===== src/rtl/pipeline_stall_ctrl.sv =====
// Pipeline-register controller for the 5-stage RV32I core: memory freezes,
// load-use bubbles, branch flushes, performance counters and a freeze watchdog.
module pipeline_stall_ctrl #(
  parameter int CNT_W   = 32,
  parameter int TIMEOUT = 1024
) (
  input  logic             clk,
  input  logic             rst,
  input  logic             imem_req,
  input  logic             imem_resp,
  input  logic             dmem_req,
  input  logic             dmem_resp,
  input  logic             ex_mem_read,
  input  logic [4:0]       ex_rd,
  input  logic [4:0]       id_rs1,
  input  logic [4:0]       id_rs2,
  input  logic             ex_br_taken,
  output logic             load_pc,
  output logic             load_if_id,
  output logic             load_id_ex,
  output logic             load_ex_mem,
  output logic             load_mem_wb,
  output logic             flush_if_id,
  output logic             flush_id_ex,
  output logic [CNT_W-1:0] stall_cycles,
  output logic [CNT_W-1:0] bubble_cycles,
  output logic             mem_timeout
);

  localparam int FC_W = (TIMEOUT > 1) ? $clog2(TIMEOUT) : 1;
  localparam logic [FC_W-1:0] FC_MAX = FC_W'(TIMEOUT - 1);

  logic            i_done_r;
  logic            d_done_r;
  logic [FC_W-1:0] freeze_cnt_r;
  logic            i_ok_s;
  logic            d_ok_s;
  logic            freeze_s;
  logic            hazard_s;
  logic            bubble_s;

  assign i_ok_s   = ~imem_req | imem_resp | i_done_r;
  assign d_ok_s   = ~dmem_req | dmem_resp | d_done_r;
  assign freeze_s = ~(i_ok_s & d_ok_s);
  assign hazard_s = ex_mem_read & (ex_rd != 5'd0) &
                    ((ex_rd == id_rs1) | (ex_rd == id_rs2));
  assign bubble_s = ~freeze_s & ~ex_br_taken & hazard_s;

  // Load/flush decode; combinational so a freeze takes effect in the same cycle.
  always_comb begin
    load_pc     = 1'b0;
    load_if_id  = 1'b0;
    load_id_ex  = 1'b0;
    load_ex_mem = 1'b0;
    load_mem_wb = 1'b0;
    flush_if_id = 1'b0;
    flush_id_ex = 1'b0;
    if (!rst || freeze_s) begin
      load_pc     = 1'b0;
      load_if_id  = 1'b0;
      load_id_ex  = 1'b0;
      load_ex_mem = 1'b0;
      load_mem_wb = 1'b0;
      flush_if_id = 1'b0;
      flush_id_ex = 1'b0;
    end else if (ex_br_taken) begin
      // The redirect squashes the dependent instruction, so the hazard is moot.
      load_pc     = 1'b1;
      load_if_id  = 1'b1;
      load_id_ex  = 1'b1;
      load_ex_mem = 1'b1;
      load_mem_wb = 1'b1;
      flush_if_id = 1'b1;
      flush_id_ex = 1'b1;
    end else if (hazard_s) begin
      load_pc     = 1'b0;
      load_if_id  = 1'b0;
      load_id_ex  = 1'b1;
      load_ex_mem = 1'b1;
      load_mem_wb = 1'b1;
      flush_if_id = 1'b0;
      flush_id_ex = 1'b1;
    end else begin
      load_pc     = 1'b1;
      load_if_id  = 1'b1;
      load_id_ex  = 1'b1;
      load_ex_mem = 1'b1;
      load_mem_wb = 1'b1;
      flush_if_id = 1'b0;
      flush_id_ex = 1'b0;
    end
  end

  // Latch responses that arrive while the other side is still pending.
  always_ff @(posedge clk or negedge rst) begin
    if (!rst) begin
      i_done_r <= 1'b0;
      d_done_r <= 1'b0;
    end else if (freeze_s) begin
      i_done_r <= i_done_r | imem_resp;
      d_done_r <= d_done_r | dmem_resp;
    end else begin
      i_done_r <= 1'b0;
      d_done_r <= 1'b0;
    end
  end

  // Performance counters, wrapping modulo 2^CNT_W.
  always_ff @(posedge clk or negedge rst) begin
    if (!rst) begin
      stall_cycles  <= {CNT_W{1'b0}};
      bubble_cycles <= {CNT_W{1'b0}};
    end else begin
      if (freeze_s) begin
        stall_cycles <= stall_cycles + CNT_W'(1);
      end else begin
        stall_cycles <= stall_cycles;
      end
      if (bubble_s) begin
        bubble_cycles <= bubble_cycles + CNT_W'(1);
      end else begin
        bubble_cycles <= bubble_cycles;
      end
    end
  end

  // Watchdog: saturating run-length of the current freeze, sticky timeout flag.
  always_ff @(posedge clk or negedge rst) begin
    if (!rst) begin
      freeze_cnt_r <= {FC_W{1'b0}};
      mem_timeout  <= 1'b0;
    end else if (freeze_s) begin
      if (freeze_cnt_r == FC_MAX) begin
        freeze_cnt_r <= freeze_cnt_r;
        mem_timeout  <= 1'b1;
      end else begin
        freeze_cnt_r <= freeze_cnt_r + FC_W'(1);
        mem_timeout  <= mem_timeout;
      end
    end else begin
      freeze_cnt_r <= {FC_W{1'b0}};
      mem_timeout  <= mem_timeout;
    end
  end

endmodule


===== config.mk =====
export PLATFORM = sky130hd
export DESIGN_NAME = pipeline_stall_ctrl
export DESIGN_NICKNAME = d
export VERILOG_FILES = /design/src/rtl/pipeline_stall_ctrl.sv
export SDC_FILE = /design/constraint.sdc
export NUM_CORES = 1
export LEC_CHECK = 0
export ABC_AREA = 0
export BUFFER_PORTS_ARGS = -buffer_cell sky130_fd_sc_hd__buf_2
export CAP_MARGIN = 15
export CELL_PAD_IN_SITES_DETAIL_PLACEMENT = 1
export CELL_PAD_IN_SITES_GLOBAL_PLACEMENT = 2
export CORE_MARGIN = 4
export CORE_UTILIZATION = 34
export CTS_CLUSTER_DIAMETER = 30
export DETAILED_ROUTE_END_ITERATION = 12
export PLACE_DENSITY_LB_ADDON = 0.1
export SLEW_MARGIN = 5
export SYNTH_ARGS = -nofsm -noshare
export SYNTH_HDL_FRONTEND = slang
export SYNTH_SLANG_ARGS = --single-unit

===== constraint.sdc =====
create_clock -name clk -period 2.3 [get_ports clk]
set_input_delay 0.345 -clock clk [delete_from_list [all_inputs] [get_ports clk]]
set_output_delay 0.345 -clock clk [all_outputs]
set_load 0.01 [all_outputs]

==> metrics, run 1 <==
Residual DRC 0; Reg clk slew, reported paths 60 ps; die outline width 115 um; pre-CTS setup slack 219 ps; Setup Skew 5.00 ps; Placed Cells 587; Post-Layout Cell Count 604; top_reg_cell synth dfrtp_1; area of the multi-input gates 1890 um^2; Highest Signal Layer met4; # IOs 95; Seq cells post-synth 77; leakage power 2.48 nW; CTS tree built; Avg Cell Area, Syn 11.0 um^2; XOR/XNOR Fraction of Synth Area 17.4%; DRT iter0 DRCs 120; Crit Path Class primary input to primary output; fill cell count 1241; setup TNS 0 ps; Detailed Route WL 9.96 mm; H-tree levels 3; met2 wire len 4.69 mm; RSZ-0062 raised after global routing false; dpl hpwl 7.42 mm; drt first pass iters 4; adder and majority cell fraction of the synthesized area 0.969%; postcts setup bufs 0; Syn-to-layout area delta 27.3%; crit path capture type primary output; mux contribution to synthesized area 0.646%; compound-gate portion of the synthesized area 3.36%; largest family of logic cells by synthesized area simple AND/OR/NAND/NOR gates; Clock Sink Count 77; Least-Margin Pin Slew 758 ps; worst-path fanout max 23; Synth warnings 0; first-pass GRT wire length 16.5 mm; fin crit period 2130 ps; Syn Std Cell Area 3870 um^2; sequential area share after synthesis 49.7%; Routability Congestion 0.745; fin. max-slew vios 0; maximum vdd ir drop 299 uV; final setup fails 0; max-cap viol count 0; deepest clock path buffer count 2; clock root buffer clkbuf_16; largest net degree at the start of global routing 58; most frequent cells in the layout buf_2, dfrtp_1, xnor2_1; placed inst area 4570 um^2; Post-synth ARST share 100%; Pwr Density 716 nW/um^2; Worst slew margin 49.5%; antenna violations before repair 0; Hold WC Path Type primary input to flop; Synth Area in Simple Gates 26.0%; row cnt 38; Tcrit/Tclk final 92.6%; antenna cells 0; synthesized instance count 352; CTS Buf Count 9; die height 115 um; port buffer count 94; GRT Overall Usage 16.0%; Vias 3089; PnR worst setup slack 170 ps; CP arrival 1790 ps; vias in the first global route 3219; routed vias/inst 5.11; register area 1930 um^2; Final Hold Fails 0; most common cell after layout, fill and taps aside buf_2; CP Data Required Time 1960 ps; Setup crit start kind primary input; WL met3 510 um; worst hold slack 292 ps; core area 11000 um^2; antenna-violating nets left 0; Syn Nets 378; global route overflow 0; Die ar. 13200 um^2; Synth cell types 47; Post-synth EDFFs 0; clock latency on the worst-skew pair 340 ps; Design Area, Final 4930 um^2; share of cells above drive strength 1 30.6%; wl on met1 4.59 mm; maximum clock rate 0.469 GHz; Routed wire per std cell 16.5 um; Post-layout nets 485; Initial Utilization 35.3%; status finished clean
[worst max-delay path: stages]
cell	delay, ps
dlygate4sd3_1	570
buf_4	300
and2_1	260
o31a_1	170
buf_2	130
[cells by family (layout without fill, tap and decap cells)]
logic type / Yosys count / after routing
AND/OR/NAND/NOR: 163 / 163
buffers and inverters: 15 / 127
XOR/XNOR: 77 / 77
flip-flops: 77 / 77
adder cells (fa/ha/maj): 3 / 3
multiplexers: 2 / 2
AO/OA/AOI/OAI: 15 / 15
[metrics by stage]
step | total power [mW] | utilization [%]
6_report | 3.53 | 44.9
5_1_grt | 3.72 | 44.9
3_5_place_dp | 1.96 | 41.6
3_3_place_gp | 1.95 | 41.6
4_1_cts | 3.59 | 44.8
2_1_floorplan | 1.75 | -
[registers in the layout, indices dropped and copies added, names as in the netlist]
signal	count
freeze_cnt_r	10
mem_timeout	1
i_done_r	1
bubble_cycles	32
stall_cycles	32
d_done_r	1
[synthesized netlist by cell type, types with 2 or more instances]
library cell | instances | share of area (%)
nand3b_1 | 4 | 0.77
buf_4 | 3 | 0.58
and3_1 | 15 | 2.4
xor2_1 | 38 | 8.6
nand4b_1 | 6 | 1.4
nor3b_2 | 2 | 0.65
and2_1 | 4 | 0.65
nand4_1 | 24 | 3.9
nor3_2 | 6 | 1.5
and4_1 | 4 | 0.90
o21a_1 | 3 | 0.58
nand2b_1 | 2 | 0.32
nor3_1 | 12 | 1.5
a31oi_1 | 2 | 0.32
nand2_1 | 24 | 2.3
xnor2_1 | 39 | 8.8
a21oi_1 | 2 | 0.26
nor2_1 | 17 | 1.6
ha_1 | 3 | 0.97
nand3_1 | 20 | 2.6
nor3b_1 | 2 | 0.39
inv_1 | 4 | 0.39
nor4_1 | 10 | 1.6
buf_2 | 5 | 0.65
clkbuf_1 | 3 | 0.29
dfrtp_1 | 77 | 50
[path summary, 6_finish.rpt]
path,cells past startpoint,from,to,slack [ps]
worst min-delay path,2,imem_resp,i_done_r,290
max in group asynchronous,3,rst,stall_cycles[13],740
min in group asynchronous,2,rst,bubble_cycles[19],500
worst min register to register,1,stall_cycles[31],stall_cycles[31],470
worst max-delay path,5,rst,load_if_id,170
worst max register to register,6,bubble_cycles[7],bubble_cycles[26],400
[power by group]
group          total [mW]  internal, mW  switching (mW)
Clock                1.61          1.07           0.540
Sequential           1.52          1.43          0.0988
Combinational       0.401         0.174           0.226
[routing by layer]
| layer | vias to the layer above | global-route usage, % |
|---|---|---|
| li1 | 1470 | - |
| met1 | 1529 | 21.5 |
| met2 | 78 | 25.4 |
| met3 | 12 | 3.37 |
| met4 | 0 | 6.18 |
| met5 | - | 0 |
[layout make-up]
| type | instances | area share, % |
|---|---|---|
| flip-flops and latches | 77 | 39.0 |
| multi-input cells | 260 | 38.2 |
| repair buffers | 107 | 11.9 |
| clock buffers | 13 | 5.68 |
| well taps | 140 | 3.55 |
| clock inverters | 3 | 1.32 |
| inverters | 4 | 0.304 |
[what timing repair did]
item | in CTS | in global routing
endpoints found under the hold margin | 20 | 0
hold buffers | 1 | 0
gates resized for setup | 0 | 2
endpoints found under the setup margin | 0 | 3
(Power assumes the default switching activity.)
==> run 2: changes to the inputs <==
--- a/config.mk
+++ b/config.mk
@@ -15,6 +15,7 @@
 export CTS_CLUSTER_DIAMETER = 30
 export DETAILED_ROUTE_END_ITERATION = 12
 export PLACE_DENSITY_LB_ADDON = 0.1
+export RECOVER_POWER = 50
 export SLEW_MARGIN = 5
 export SYNTH_ARGS = -nofsm -noshare
 export SYNTH_HDL_FRONTEND = slang
==> metrics, run 2 (same netlist as run 1, synthesis figures left out) <==
biggest regs bubble_cycles (32), stall_cycles (32), freeze_cnt_r (10) (unchanged); RSZ-0062 raised after global routing false (unchanged); antenna violations before repair 0 (unchanged); Clock Sink Count 77 (unchanged); postcts setup bufs 0 (unchanged); GRT Overall Usage 16.0% (unchanged); status finished clean (unchanged); Residual DRC 0 (unchanged); setup TNS 0 ps (unchanged); most common cell after layout, fill and taps aside dfrtp_1 (was buf_2); Reg clk slew, reported paths 60 ps (about the same); Tcrit/Tclk final 92.1% (was 92.6%); H-tree levels 3 (unchanged); critical path's slowest cell dlygate4sd3_1 (unchanged); Worst slew margin 45.4% (was 49.5%); Routed wire per std cell 16.6 um (was 16.5 um); CP arrival 1770 ps (was 1790 ps); DRT iter0 DRCs 139 (was 120); Switching Power 0.864 mW (was 0.865 mW); global route overflow 0 (unchanged); final setup fails 0 (unchanged); port buffer count 94 (unchanged); Reg power frac 43.4% (was 43.2%); deepest clock path buffer count 2 (unchanged); P_int 2.65 mW (was 2.67 mW); routed vias/inst 5.12 (was 5.11); Setup Skew 5.25 ps (was 5.00 ps); share of cells above drive strength 1 15.1% (was 30.6%); CP peak stage delay 570 ps (about the same); Crit Path Class primary input to primary output (unchanged); die outline width 115 um (unchanged); vias in the first global route 3219 (unchanged); dpl hpwl 7.42 mm (unchanged); CP Data Required Time 1960 ps (about the same); maximum clock rate 0.472 GHz (was 0.469 GHz); # IOs 95 (unchanged); die height 115 um (unchanged); Routability Congestion 0.745 (unchanged); row cnt 38 (unchanged); Placed Cells 587 (unchanged); antenna cells 0 (unchanged); largest net degree at the start of global routing 58 (unchanged); first-pass GRT wire length 16.5 mm (unchanged); drt first pass iters 4 (unchanged); worst hold start imem_resp (unchanged); Post-layout nets 485 (unchanged); clock latency on the worst-skew pair 340 ps (about the same); Vias 3095 (was 3089); crit path capture type primary output (unchanged); Logic pwr share 10.8% (was 11.3%); worst-path fanout max 23 (unchanged); Sw Share 24.6% (was 24.5%); leakage power 2.20 nW (was 2.48 nW); fill cell count 1267 (was 1241); max-cap viol count 0 (unchanged); clock root buffer clkbuf_16 (unchanged); crit path from rst (unchanged); Final Hold Fails 0 (unchanged); Post-Layout Cell Count 604 (unchanged); Initial Utilization 35.3% (unchanged); Syn-to-layout area delta 24.3% (was 27.3%); core area 11000 um^2 (unchanged); fin crit period 2120 ps (was 2130 ps); Detailed Route WL 10.0 mm (was 9.96 mm); Clk pwr share 45.8% (was 45.5%); antenna-violating nets left 0 (unchanged); fin. max-slew vios 0 (unchanged); Die ar. 13200 um^2 (unchanged); most frequent cells in the layout dfrtp_1, clkbuf_1, xnor2_1 (was buf_2, dfrtp_1, xnor2_1); PnR Total Power 3.51 mW (was 3.53 mW); Hold WC Path Type primary input to flop (unchanged); CTS tree built (unchanged); FF-to-FF Start i_done_r (was bubble_cycles[7]); Pwr Density 728 nW/um^2 (was 716 nW/um^2); Least-Margin Pin Slew 819 ps (was 758 ps); maximum vdd ir drop 299 uV (about the same); CTS Buf Count 9 (unchanged); Critical Path, Cell by Cell dlygate4sd3_1 > buf_4 > and2_1 > o31a_1 > buf_2 (unchanged); worst hold slack 290 ps (was 292 ps); Setup crit start kind primary input (unchanged)
[run 2: power by group through the flow]
stage / clock network [mW] / registers, mW / logic (mW)
2_1_floorplan: 0 / 1.56 / 0.190
4_1_cts: 1.66 / 1.52 / 0.413
3_5_place_dp: 0 / 1.55 / 0.411
6_report: 1.61 / 1.52 / 0.378
3_3_place_gp: 0 / 1.55 / 0.403
5_1_grt: 1.72 / 1.54 / 0.428
[run 2: stage by stage]
stage	worst slack [ps]	area, um^2	utilization (%)
2_1_floorplan	309	3870	-
3_3_place_gp	291	4570	41.6
3_5_place_dp	219	4570	41.6
4_1_cts	45.7	4920	44.8
5_1_grt	37.9	4820	43.9
6_report	182	4820	43.9
[run 2: area by class of cell]
cell class / instances / area [um^2] / area share (%)
Inverter: 4 / 15.0 / 0.312
Clock inverter: 3 / 65.1 / 1.35
Clock buffer: 13 / 280 / 5.82
Sequential cell: 77 / 1930 / 40.0
Multi-Input combinational cell: 260 / 1860 / 38.5
Tap cell: 140 / 175 / 3.64
Timing Repair Buffer: 107 / 500 / 10.4
[run 2: critical path: cells and delay by family]
kind / cells / cell delay (ps)
buffers and inverters: 3 / 1000
AND/OR/NAND/NOR: 1 / 260
AO/OA/AOI/OAI: 1 / 170
[run 2: path summary, 6_finish.rpt]
| path | end | slack [ps] | cells after the start |
|---|---|---|---|
| setup / recovery | load_if_id | 180 | 5 |
| hold / removal | i_done_r | 290 | 2 |
| setup reg to reg | bubble_cycles[1] | 240 | 5 |
| hold reg to reg | stall_cycles[31] | 470 | 1 |
| max in group asynchronous | stall_cycles[13] | 660 | 3 |
| min in group asynchronous | bubble_cycles[19] | 490 | 2 |
[run 2: routing by layer]
metal	global-route usage [%]	share of wire [%]	vias up
met3	3.37	5.9	12
li1	-	-	1466
met5	0	0	-
met4	6.18	1.5	0
met1	21.5	46	1537
met2	25.4	47	80
[run 2: what timing repair did]
action	4_1_cts	5_1_grt
endpoints found under the hold margin	20	0
resized for setup	0	2
hold buffers	1	0
setup endpoints to repair	0	3
==> run 3: changes to the inputs <==
--- a/config.mk
+++ b/config.mk
@@ -8,7 +8,7 @@
 export ABC_AREA = 0
 export BUFFER_PORTS_ARGS = -buffer_cell sky130_fd_sc_hd__buf_2
 export CAP_MARGIN = 15
-export CELL_PAD_IN_SITES_DETAIL_PLACEMENT = 1
+export CELL_PAD_IN_SITES_DETAIL_PLACEMENT = 0
 export CELL_PAD_IN_SITES_GLOBAL_PLACEMENT = 2
 export CORE_MARGIN = 4
 export CORE_UTILIZATION = 34
==> constraint.sdc (replaced) <==
create_clock -name clk -period 2.2 [get_ports clk]
set_input_delay 0.33 -clock clk [delete_from_list [all_inputs] [get_ports clk]]
set_output_delay 0.33 -clock clk [all_outputs]
set_load 0.01 [all_outputs]
==> metrics, run 3 (same netlist as run 1, synthesis figures left out) <==
leakage power 2.18 nW (was 2.20 nW); Vias 2982 (was 3095); Reg power frac 44.7% (was 43.4%); row cnt 38 (unchanged); CP Data Required Time 1870 ps (was 1960 ps); Detailed Route WL 9.25 mm (was 10.0 mm); Sw Share 25.8% (was 24.6%); P_int 2.65 mW (about the same); Top delay family on crit path buffers and inverters (unchanged); CTS Buf Count 9 (unchanged); max-cap viol count 0 (unchanged); Switching Power 0.920 mW (was 0.864 mW); PnR worst setup slack 167 ps (was 182 ps); Hold WC Path Type primary input to flop (unchanged); clock root buffer clkbuf_16 (unchanged); final setup fails 0 (unchanged); antenna-violating nets left 0 (unchanged); pre-CTS setup slack 115 ps (was 219 ps); Reg clk slew, reported paths 60 ps (about the same); biggest regs bubble_cycles (32), stall_cycles (32), freeze_cnt_r (10) (unchanged); Final Hold Fails 0 (unchanged); H-tree levels 3 (unchanged); Syn-to-layout area delta 24.5% (was 24.3%); register area 1930 um^2 (unchanged); antenna violations before repair 0 (unchanged); clock latency on the worst-skew pair 330 ps (was 340 ps); Routed wire per std cell 15.3 um (was 16.6 um); worst hold slack 269 ps (was 290 ps); vias in the first global route 2972 (was 3219); fin. max-slew vios 0 (unchanged); Critical Path, Cell by Cell dlygate4sd3_1 > buf_6 > and2_1 > o31a_1 > buf_2 (was dlygate4sd3_1 > buf_4 > and2_1 > o31a_1 > buf_2); worst-path fanout max 21 (was 23); Setup crit start kind primary input (unchanged); Tcrit/Tclk final 92.4%; most common cell after layout, fill and taps aside dfrtp_1 (unchanged); DRT iter0 DRCs 137 (was 139); Logic pwr share 11.1% (was 10.8%); crit path capture type primary output (unchanged); largest net degree at the start of global routing 60 (was 58); Routability Congestion 0.731 (was 0.745); die outline width 115 um (unchanged); critical path's slowest cell dlygate4sd3_1 (unchanged); GRT Overall Usage 14.8% (was 16.0%); CTS tree built (unchanged); maximum clock rate 0.492 GHz; Residual DRC 0 (unchanged); drt first pass iters 4 (unchanged); Worst slew margin 45.2% (was 45.4%); area of the multi-input gates 1880 um^2 (was 1860 um^2); antenna cells 0 (unchanged); port buffer count 94 (unchanged); Crit Path Class primary input to primary output (unchanged); deepest clock path buffer count 2 (unchanged); dpl hpwl 6.76 mm (was 7.42 mm); share of cells above drive strength 1 15.7% (was 15.1%); first-pass GRT wire length 15.4 mm (was 16.5 mm); maximum vdd ir drop 335 uV (was 299 uV); Initial Utilization 35.3% (unchanged); CP peak stage delay 590 ps (was 570 ps); setup TNS 0 ps (unchanged); most frequent cells in the layout dfrtp_1, clkbuf_1, xnor2_1 (unchanged); fill cell count 1084 (was 1267); Setup Skew 5.21 ps (was 5.25 ps); Post-layout nets 487 (was 485); Clk pwr share 44.2% (was 45.8%); CP arrival 1700 ps (was 1770 ps); status finished clean (unchanged); fin crit period 2030 ps; routed vias/inst 4.92 (was 5.12); die height 115 um (unchanged); # IOs 95 (unchanged); Pwr Density 740 nW/um^2 (was 728 nW/um^2); Die ar. 13200 um^2 (unchanged); Clock Sink Count 77 (unchanged); core area 11000 um^2 (unchanged); global route overflow 0 (unchanged); CP bufs+invs 3 (unchanged); RSZ-0062 raised after global routing false (unchanged); Least-Margin Pin Slew 822 ps (was 819 ps)
run 3: cell count changes in the layout (fill, tap and decap cells not counted), moves of 2 or more:
cell | previous run | this run
clkbuf_1 | 66 | 70
clkbuf_8 | 4 | 0
buf_4 | 10 | 8
clkinv_4 | 0 | 2
nor3_1 | 15 | 13
nor3_2 | 3 | 5
run 3: worst reg2reg max path, stage by stage, from the launching register on:
cell,delay (ps)
dfrtp_1,410
nor3b_4,250
clkbuf_1,190
o211ai_1,150
nor3_1,500
nand3_1,160
xnor2_1,150
run 3: layer usage:
layer,track usage [%],wire length [um]
met3,3.74,530
met4,5.24,92
met1,21.3,4540
met2,21.6,4090
met5,0,0
run 3: cell type report:
class | instances | area share (%)
sequential | 77 | 39.9
multi-input combinational | 260 | 39.0
timing repair buffer | 109 | 10.5
clock buffer | 10 | 4.75
tap | 140 | 3.63
clock inverter | 6 | 1.82
inverter | 4 | 0.311
run 3: power by group through the flow:
stage / registers, mW / logic, mW / clock network, mW
floorplan: 1.63 / 0.198 / 0
global placement: 1.62 / 0.420 / 0
detailed placement: 1.62 / 0.420 / 0
CTS: 1.59 / 0.425 / 1.63
global route: 1.61 / 0.453 / 1.69
finish: 1.59 / 0.397 / 1.58
run 3: path summary, 6_finish.rpt:
path                                  startpoint  cells after the start  slack [ps]          endpoint
worst max register to register          i_done_r                      6         280  stall_cycles[20]
min in group asynchronous                    rst                      2         470          i_done_r
worst max-delay path                         rst                      5         170           load_pc
worst min-delay path                   dmem_resp                      2         270          d_done_r
max in group asynchronous                    rst                      3         640  stall_cycles[26]
worst min register to register  stall_cycles[31]                      1         460  stall_cycles[31]
run 3: timing repair:
item,4_1_cts,5_1_grt
buffers inserted,0,3
cloned,0,0
hold endpoints to repair,18,0
endpoints found under the setup margin,3,3
pin swaps,0,2
gates resized for setup,2,1
hold buffers,1,0
run 3: metrics by stage:
step,cell area [um^2],util (%),cells,total power [mW]
final,4820,43.9,606,3.57
after global routing,4820,43.9,606,3.75
after CTS,4900,44.6,603,3.65
after detailed placement,4560,41.5,586,2.04
after global placement,4560,41.5,586,2.04
after floorplan,3870,-,352,1.83
